[src/rtl/subtractor_pkg.sv]
// Shared definitions for the bit-serial subtractor: FSM encoding and default width.
package subtractor_pkg;

  localparam int unsigned SUB_WIDTH_DEFAULT = 8;

  typedef enum logic [1:0] {
    IDLE = 2'd0,
    RUN  = 2'd1,
    DONE = 2'd2
  } sub_state_e;

endpackage

[src/rtl/full_subtractor.sv]
// One-bit full subtractor: Y = A - B - bin, with bout the borrow out of this bit.
module full_subtractor (
  input  logic A,
  input  logic B,
  input  logic bin,
  output logic Y,
  output logic bout
);

  // Difference bit and borrow generation/propagation
  assign Y    = A ^ B ^ bin;
  assign bout = (~A & B) | (~(A ^ B) & bin);

endmodule

[src/rtl/serial_subtractor.sv]
// Bit-serial unsigned subtractor: one bit per cycle, LSB first, result a-b mod 2^WIDTH.
module serial_subtractor
  import subtractor_pkg::*;
#(
  parameter int unsigned WIDTH = SUB_WIDTH_DEFAULT
) (
  input  logic             clk,
  input  logic             rst_n,
  input  logic             start,
  input  logic [WIDTH-1:0] a,
  input  logic [WIDTH-1:0] b,
  output logic [WIDTH-1:0] diff,
  output logic             borrow_out,
  output logic             zero,
  output logic             busy,
  output logic             done
);

  localparam int unsigned          CNT_W    = $clog2(WIDTH);
  localparam logic [CNT_W-1:0]     CNT_LAST = CNT_W'(WIDTH - 1);

  sub_state_e       state;
  sub_state_e       state_nx;
  logic             busy_nx;
  logic             done_nx;

  logic [WIDTH-1:0] a_sr;
  logic [WIDTH-1:0] b_sr;
  logic [WIDTH-1:0] res_sr;
  logic [WIDTH-1:0] res_nx;
  logic             borrow_q;
  logic [CNT_W-1:0] cnt;

  logic             bit_d;
  logic             bit_bout;
  logic             accept;
  logic             last_bit;

  // Per-bit arithmetic on the current LSBs of the operand registers
  full_subtractor u_fs (
    .A    (a_sr[0]),
    .B    (b_sr[0]),
    .bin  (borrow_q),
    .Y    (bit_d),
    .bout (bit_bout)
  );

  assign accept   = start && ((state == IDLE) || (state == DONE));
  assign last_bit = (state == RUN) && (cnt == CNT_LAST);
  assign res_nx   = {bit_d, res_sr[WIDTH-1:1]};

  // State register
  always_ff @(posedge clk or negedge rst_n) begin
    if (!rst_n) state <= IDLE;
    else        state <= state_nx;
  end

  // Next-state logic; start is only honoured outside RUN
  always_comb begin
    state_nx = state;
    unique case (state)
      IDLE:    if (start)    state_nx = RUN;
      RUN:     if (last_bit) state_nx = DONE;
      DONE:    state_nx = start ? RUN : IDLE;
      default: state_nx = IDLE;
    endcase
  end

  // Status outputs decoded from the upcoming state so they register in step with it
  always_comb begin
    busy_nx = 1'b0;
    done_nx = 1'b0;
    if (state_nx == RUN)  busy_nx = 1'b1;
    if (state_nx == DONE) done_nx = 1'b1;
  end

  // Registered status flags
  always_ff @(posedge clk or negedge rst_n) begin
    if (!rst_n) begin
      busy <= 1'b0;
      done <= 1'b0;
    end else begin
      busy <= busy_nx;
      done <= done_nx;
    end
  end

  // Operand/result shift registers, borrow chain and bit counter
  always_ff @(posedge clk or negedge rst_n) begin
    if (!rst_n) begin
      a_sr     <= '0;
      b_sr     <= '0;
      res_sr   <= '0;
      borrow_q <= 1'b0;
      cnt      <= '0;
    end else if (accept) begin
      a_sr     <= a;
      b_sr     <= b;
      res_sr   <= '0;
      borrow_q <= 1'b0;
      cnt      <= '0;
    end else if (state == RUN) begin
      a_sr     <= a_sr >> 1;
      b_sr     <= b_sr >> 1;
      res_sr   <= res_nx;
      borrow_q <= bit_bout;
      // Counter parks on the last index rather than wrapping
      if (!last_bit) cnt <= cnt + CNT_W'(1);
    end
  end

  // Visible result, updated only as the final bit is processed
  always_ff @(posedge clk or negedge rst_n) begin
    if (!rst_n) begin
      diff       <= '0;
      borrow_out <= 1'b0;
      zero       <= 1'b0;
    end else if (last_bit) begin
      diff       <= res_nx;
      borrow_out <= bit_bout;
      zero       <= (res_nx == '0);
    end
  end

endmodule

[config.mk]
export PLATFORM = sky130hd
export DESIGN_NAME = serial_subtractor
export DESIGN_NICKNAME = d
export VERILOG_FILES = /design/src/rtl/subtractor_pkg.sv /design/src/rtl/full_subtractor.sv /design/src/rtl/serial_subtractor.sv
export SDC_FILE = /design/constraint.sdc
export NUM_CORES = 1
export LEC_CHECK = 0
export ABC_AREA = 1
export CELL_PAD_IN_SITES_DETAIL_PLACEMENT = 1
export CELL_PAD_IN_SITES_GLOBAL_PLACEMENT = 2
export CORE_UTILIZATION = 33
export CTS_CLUSTER_DIAMETER = 80
export DETAILED_ROUTE_END_ITERATION = 12
export PLACE_DENSITY = 0.9
export SETUP_SLACK_MARGIN = 0.4
export SYNTH_ARGS = -nofsm -noshare
export SYNTH_HDL_FRONTEND = slang
export SYNTH_SLANG_ARGS = --single-unit
[constraint.sdc]
create_clock -name clk -period 3.4 [get_ports clk]
set_input_delay 0.85 -clock clk [delete_from_list [all_inputs] [get_ports clk]]
set_output_delay 0.85 -clock clk [all_outputs]
set_load 0.02 [all_outputs]
==> run summary <==
* **worst setup path start** start
* **global-route wire length before repair** 6727 um
* **number of buffers added to fix hold violations after cts** 0
* **layout cells sized above 1** 0.06809
* **Fin Clk Skew** 0.005652 ns
* **area of the core** 5107 sq um
* **starting utilization of the core area** 0.3422
* **clk slew on worst S/H paths** 0.08 ns
* **Total Die Area** 5592 sq um
* **critical path required time** 3.57 ns
* **Critical Path Stages** 6
* **cts bufs inserted** 5
* **number of rows in the core area** 26
* **initial antenna violation count** 0
* **category of the most critical setup path** in -> reg
* **post-route DRC violation count** 0
* **post-synthesis sequential area ratio** 0.5870
* **vias** 1364
* **cells along the critical path** clkdlybuf4s50_1 > nand2_2 > nand2_2 > inv_2 > nand2_1 > o21ai_0
* **average size of a mapped cell** 8.568 sq um
* **Crit Reg-Reg Endpoint** cnt[0]
* **highest clock frequency the design can meet** 0.4728 GHz
* **worst-case reg-to-reg path depth** 6
* **final RePlAce weighted congestion** 0.7498
* **synth-to-layout area growth** 26.20%
* **worst setup path end** borrow_q
* **proportion of total power due to net switching** 0.3835
* **fraction of power consumed by combinational cells** 0.407
* **Power Internal** 1.256 mW
* **total setup violations reported at the end of the flow** 0
* **outcome** finished clean
* **kind of start point of the critical path** primary input
* **CTS Root Buffer Type** sky130_fd_sc_hd__clkbuf_8
* **post-detailed-route via-to-cell ratio** 4.472
* **VDD IR max** 282.7 uV
* **static power due to leakage** 1.107 nW
* **Routed WL per cell** 12.25 um
* **max-slew violation count** 0
* **clock tree from TritonCTS** yes
* **ports placed on the boundary** 31
* **H-tree levels** 2
* **min cycle time layout** 2.115 ns
* **final sum of negative setup slack** 0 ns
* **switching component of the power** 0.7813 mW
* **maximum clock insertion buffer count** 2
* **worst flop-to-flop path startpoint** cnt[0]
* **endpoints failing hold** 0
* **worst-skew pair later-pin latency** 0.29 ns
* **half-perimeter wire length of the detailed placement result** 2575 um
* **nature of the critical path endpoint** flop
* **sequential share of power** 0.391
* **CTS sink count** 41
* **total power** 2.037 mW
* **Top cell by count, worst path** sky130_fd_sc_hd__nand2_2
* **final antenna diode count** 0
* **Worst EP arrival** 2.28 ns
* **Reg2Reg Setup Slack** 1.61 ns
* **worst rel slew slack** 0.3964
* **Die Height** 74.78 um
* **residual overflow from global routing** 0
* **Max-cap violations** 0
* **number of input and output port buffers inserted** 30
* **Synthesized Nets** 226
* **setup bufs post-CTS** 0
* **unrepaired setup endpoints after global routing** false
* **flip-flop and latch count after synthesis** 41
* **DRC violation total after the first TritonRoute iteration** 101
* **post-cts repair resize count** 0
* **warning count from the yosys run** 0
* **All-Layer GR Usage** 0.1631
* **horizontal extent of the die** 74.78 um
* **power share of the clock group** 0.202
* **post-synthesis instance total** 204
* **number of library cell types mapped by synthesis** 17
* **post-layout worst setup margin** 1.285 ns
* **largest net degree at the start of global routing** 42
* **Detailed Routing Iterations Pass 1** 4
* **Slew @ Worst Pin** 0.9054 ns
* **Detailed Route WL** 3736 um
* **critical-path cell with the highest stage delay** sky130_fd_sc_hd__clkdlybuf4s50_1
* **power per cell area** 923.5 nW/um^2
* **buffers and inverters on the worst path** 2
* **largest fanout on the critical path** 19
* **number of global-route vias before repair** 1404
* **pre-CTS setup slack** 0.9379 ns
* **NumNets Final** 256
* **worst min-delay path category** reg -> reg
* **gate family responsible for the most delay along the worst path** buffers and inverters
* **Crit path largest cell delay** 0.50 ns
* **Final period util** 0.6221
* **summed instance area of the synthesized netlist** 1748 sq um
* **post-detailed-route count of antenna-violating nets** 0
-- power by group through the flow --
stage | combinational (mW) | sequential (mW) | clock, mW
global placement | 0.825 | 0.797 | 0
finish | 0.829 | 0.796 | 0.412
detailed placement | 0.848 | 0.805 | 0
global route | 0.962 | 0.821 | 0.439
CTS | 0.850 | 0.799 | 0.419
floorplan | 0.506 | 0.858 | 0
-- worst min path at each step --
stage          startpoint       to  slack (ns)  cells past startpoint
5_1_grt           b_sr[6]  b_sr[6]        0.51                      2
4_1_cts           a_sr[1]  a_sr[1]        0.49                      2
3_3_place_gp       cnt[1]   cnt[1]        0.46                      2
2_1_floorplan      cnt[1]   cnt[1]        0.45                      2
3_5_place_dp      a_sr[1]  a_sr[1]        0.47                      2
6_report           cnt[1]   cnt[1]        0.49                      2
-- synthesized netlist by cell type --
library cell              count  share of area
sky130_fd_sc_hd__nand2_1     99           0.21
sky130_fd_sc_hd__dfrtp_1     41           0.59
sky130_fd_sc_hd__inv_1       15          0.032
sky130_fd_sc_hd__o21ai_1      9          0.026
sky130_fd_sc_hd__o22ai_1      7          0.025
sky130_fd_sc_hd__buf_2        6          0.017
sky130_fd_sc_hd__nand3_1      5          0.014
sky130_fd_sc_hd__nor2_1       5          0.011
sky130_fd_sc_hd__o21ai_0      5          0.014
sky130_fd_sc_hd__ha_1         2          0.014
sky130_fd_sc_hd__inv_2        2         0.0043
sky130_fd_sc_hd__nand2_2      2         0.0072
sky130_fd_sc_hd__or2_2        2         0.0072
sky130_fd_sc_hd__buf_6        1         0.0064
sky130_fd_sc_hd__fa_1         1          0.011
sky130_fd_sc_hd__nor2_2       1         0.0036
sky130_fd_sc_hd__nor2_4       1         0.0064
-- worst register-to-register path, delay by kind of cell (launching register included) --
kind | cells | cell delay [ns]
adder cells (fa/ha/maj) | 2 | 0.41
AND/OR/NAND/NOR | 4 | 0.87
flip-flops | 1 | 0.41
-- cell usage in the layout, fill, tap and decap left out --
cell type	Yosys	layout
sky130_fd_sc_hd__or2_2	2	2
sky130_fd_sc_hd__clkbuf_1	0	1
sky130_fd_sc_hd__buf_2	6	1
sky130_fd_sc_hd__bufinv_16	0	1
sky130_fd_sc_hd__fa_1	1	1
sky130_fd_sc_hd__nor2_4	1	1
sky130_fd_sc_hd__nand3_1	5	5
sky130_fd_sc_hd__inv_1	15	15
sky130_fd_sc_hd__clkdlybuf4s50_1	0	29
sky130_fd_sc_hd__o21ai_1	9	9
sky130_fd_sc_hd__o21ai_0	5	5
sky130_fd_sc_hd__clkbuf_8	0	6
sky130_fd_sc_hd__o22ai_1	7	7
sky130_fd_sc_hd__nor2_1	5	5
sky130_fd_sc_hd__ha_1	2	2
sky130_fd_sc_hd__nand2_2	2	2
sky130_fd_sc_hd__inv_2	2	2
sky130_fd_sc_hd__dfrtp_1	41	41
sky130_fd_sc_hd__nand2_1	99	99
sky130_fd_sc_hd__nor2_2	1	1
-- cell families (layout without fill, tap and decap cells) --
logic type	count (synthesis)	count (layout)	share of synthesized area
AND/OR/NAND/NOR	115	115	0.2620
flip-flops	41	41	0.5870
buffers and inverters	24	55	0.06013
AO/OA/AOI/OAI	21	21	0.06513
adder cells (fa/ha/maj)	3	3	0.02577
-- cell type report --
type                       count  area, sq um
timing repair buffer          30        295.3
multi-input combinational    139        616.8
tap                           70        87.58
clock inverter                 1        30.03
inverter                      17        63.81
clock buffer                   7        86.33
sequential                    41         1026
fill                         630         2902
-- layer usage --
| metal | GRT usage | routed length [um] |
|---|---|---|
| met4 | 0.06499 | 85 |
| met5 | 0 | 0 |
| met3 | 0.03614 | 123 |
| met1 | 0.2205 | 1835 |
| met2 | 0.2553 | 1693 |
-- metrics by stage --
| stage | instances | area [sq um] | hold slack, ns | utilization |
|---|---|---|---|---|
| 3_5_place_dp | 297 | 2090 | 0.4659 | 0.4091 |
| 4_1_cts | 305 | 2206 | 0.4882 | 0.4319 |
| 3_3_place_gp | 297 | 2090 | 0.4591 | 0.4091 |
| 2_1_floorplan | 204 | 1748 | 0.4459 | - |
| 6_report | 305 | 2206 | 0.4867 | 0.4319 |
| 5_1_grt | 305 | 2206 | 0.5053 | 0.4319 |
-- registers in the layout (all words and copies together), names as in the netlist --
name,flops
a_sr,8
borrow_q,1
zero,1
done,1
res_sr,7
borrow_out,1
busy,1
state,2
b_sr,8
cnt,3
diff,8
Note: power is estimated with default switching activity, not from simulation.
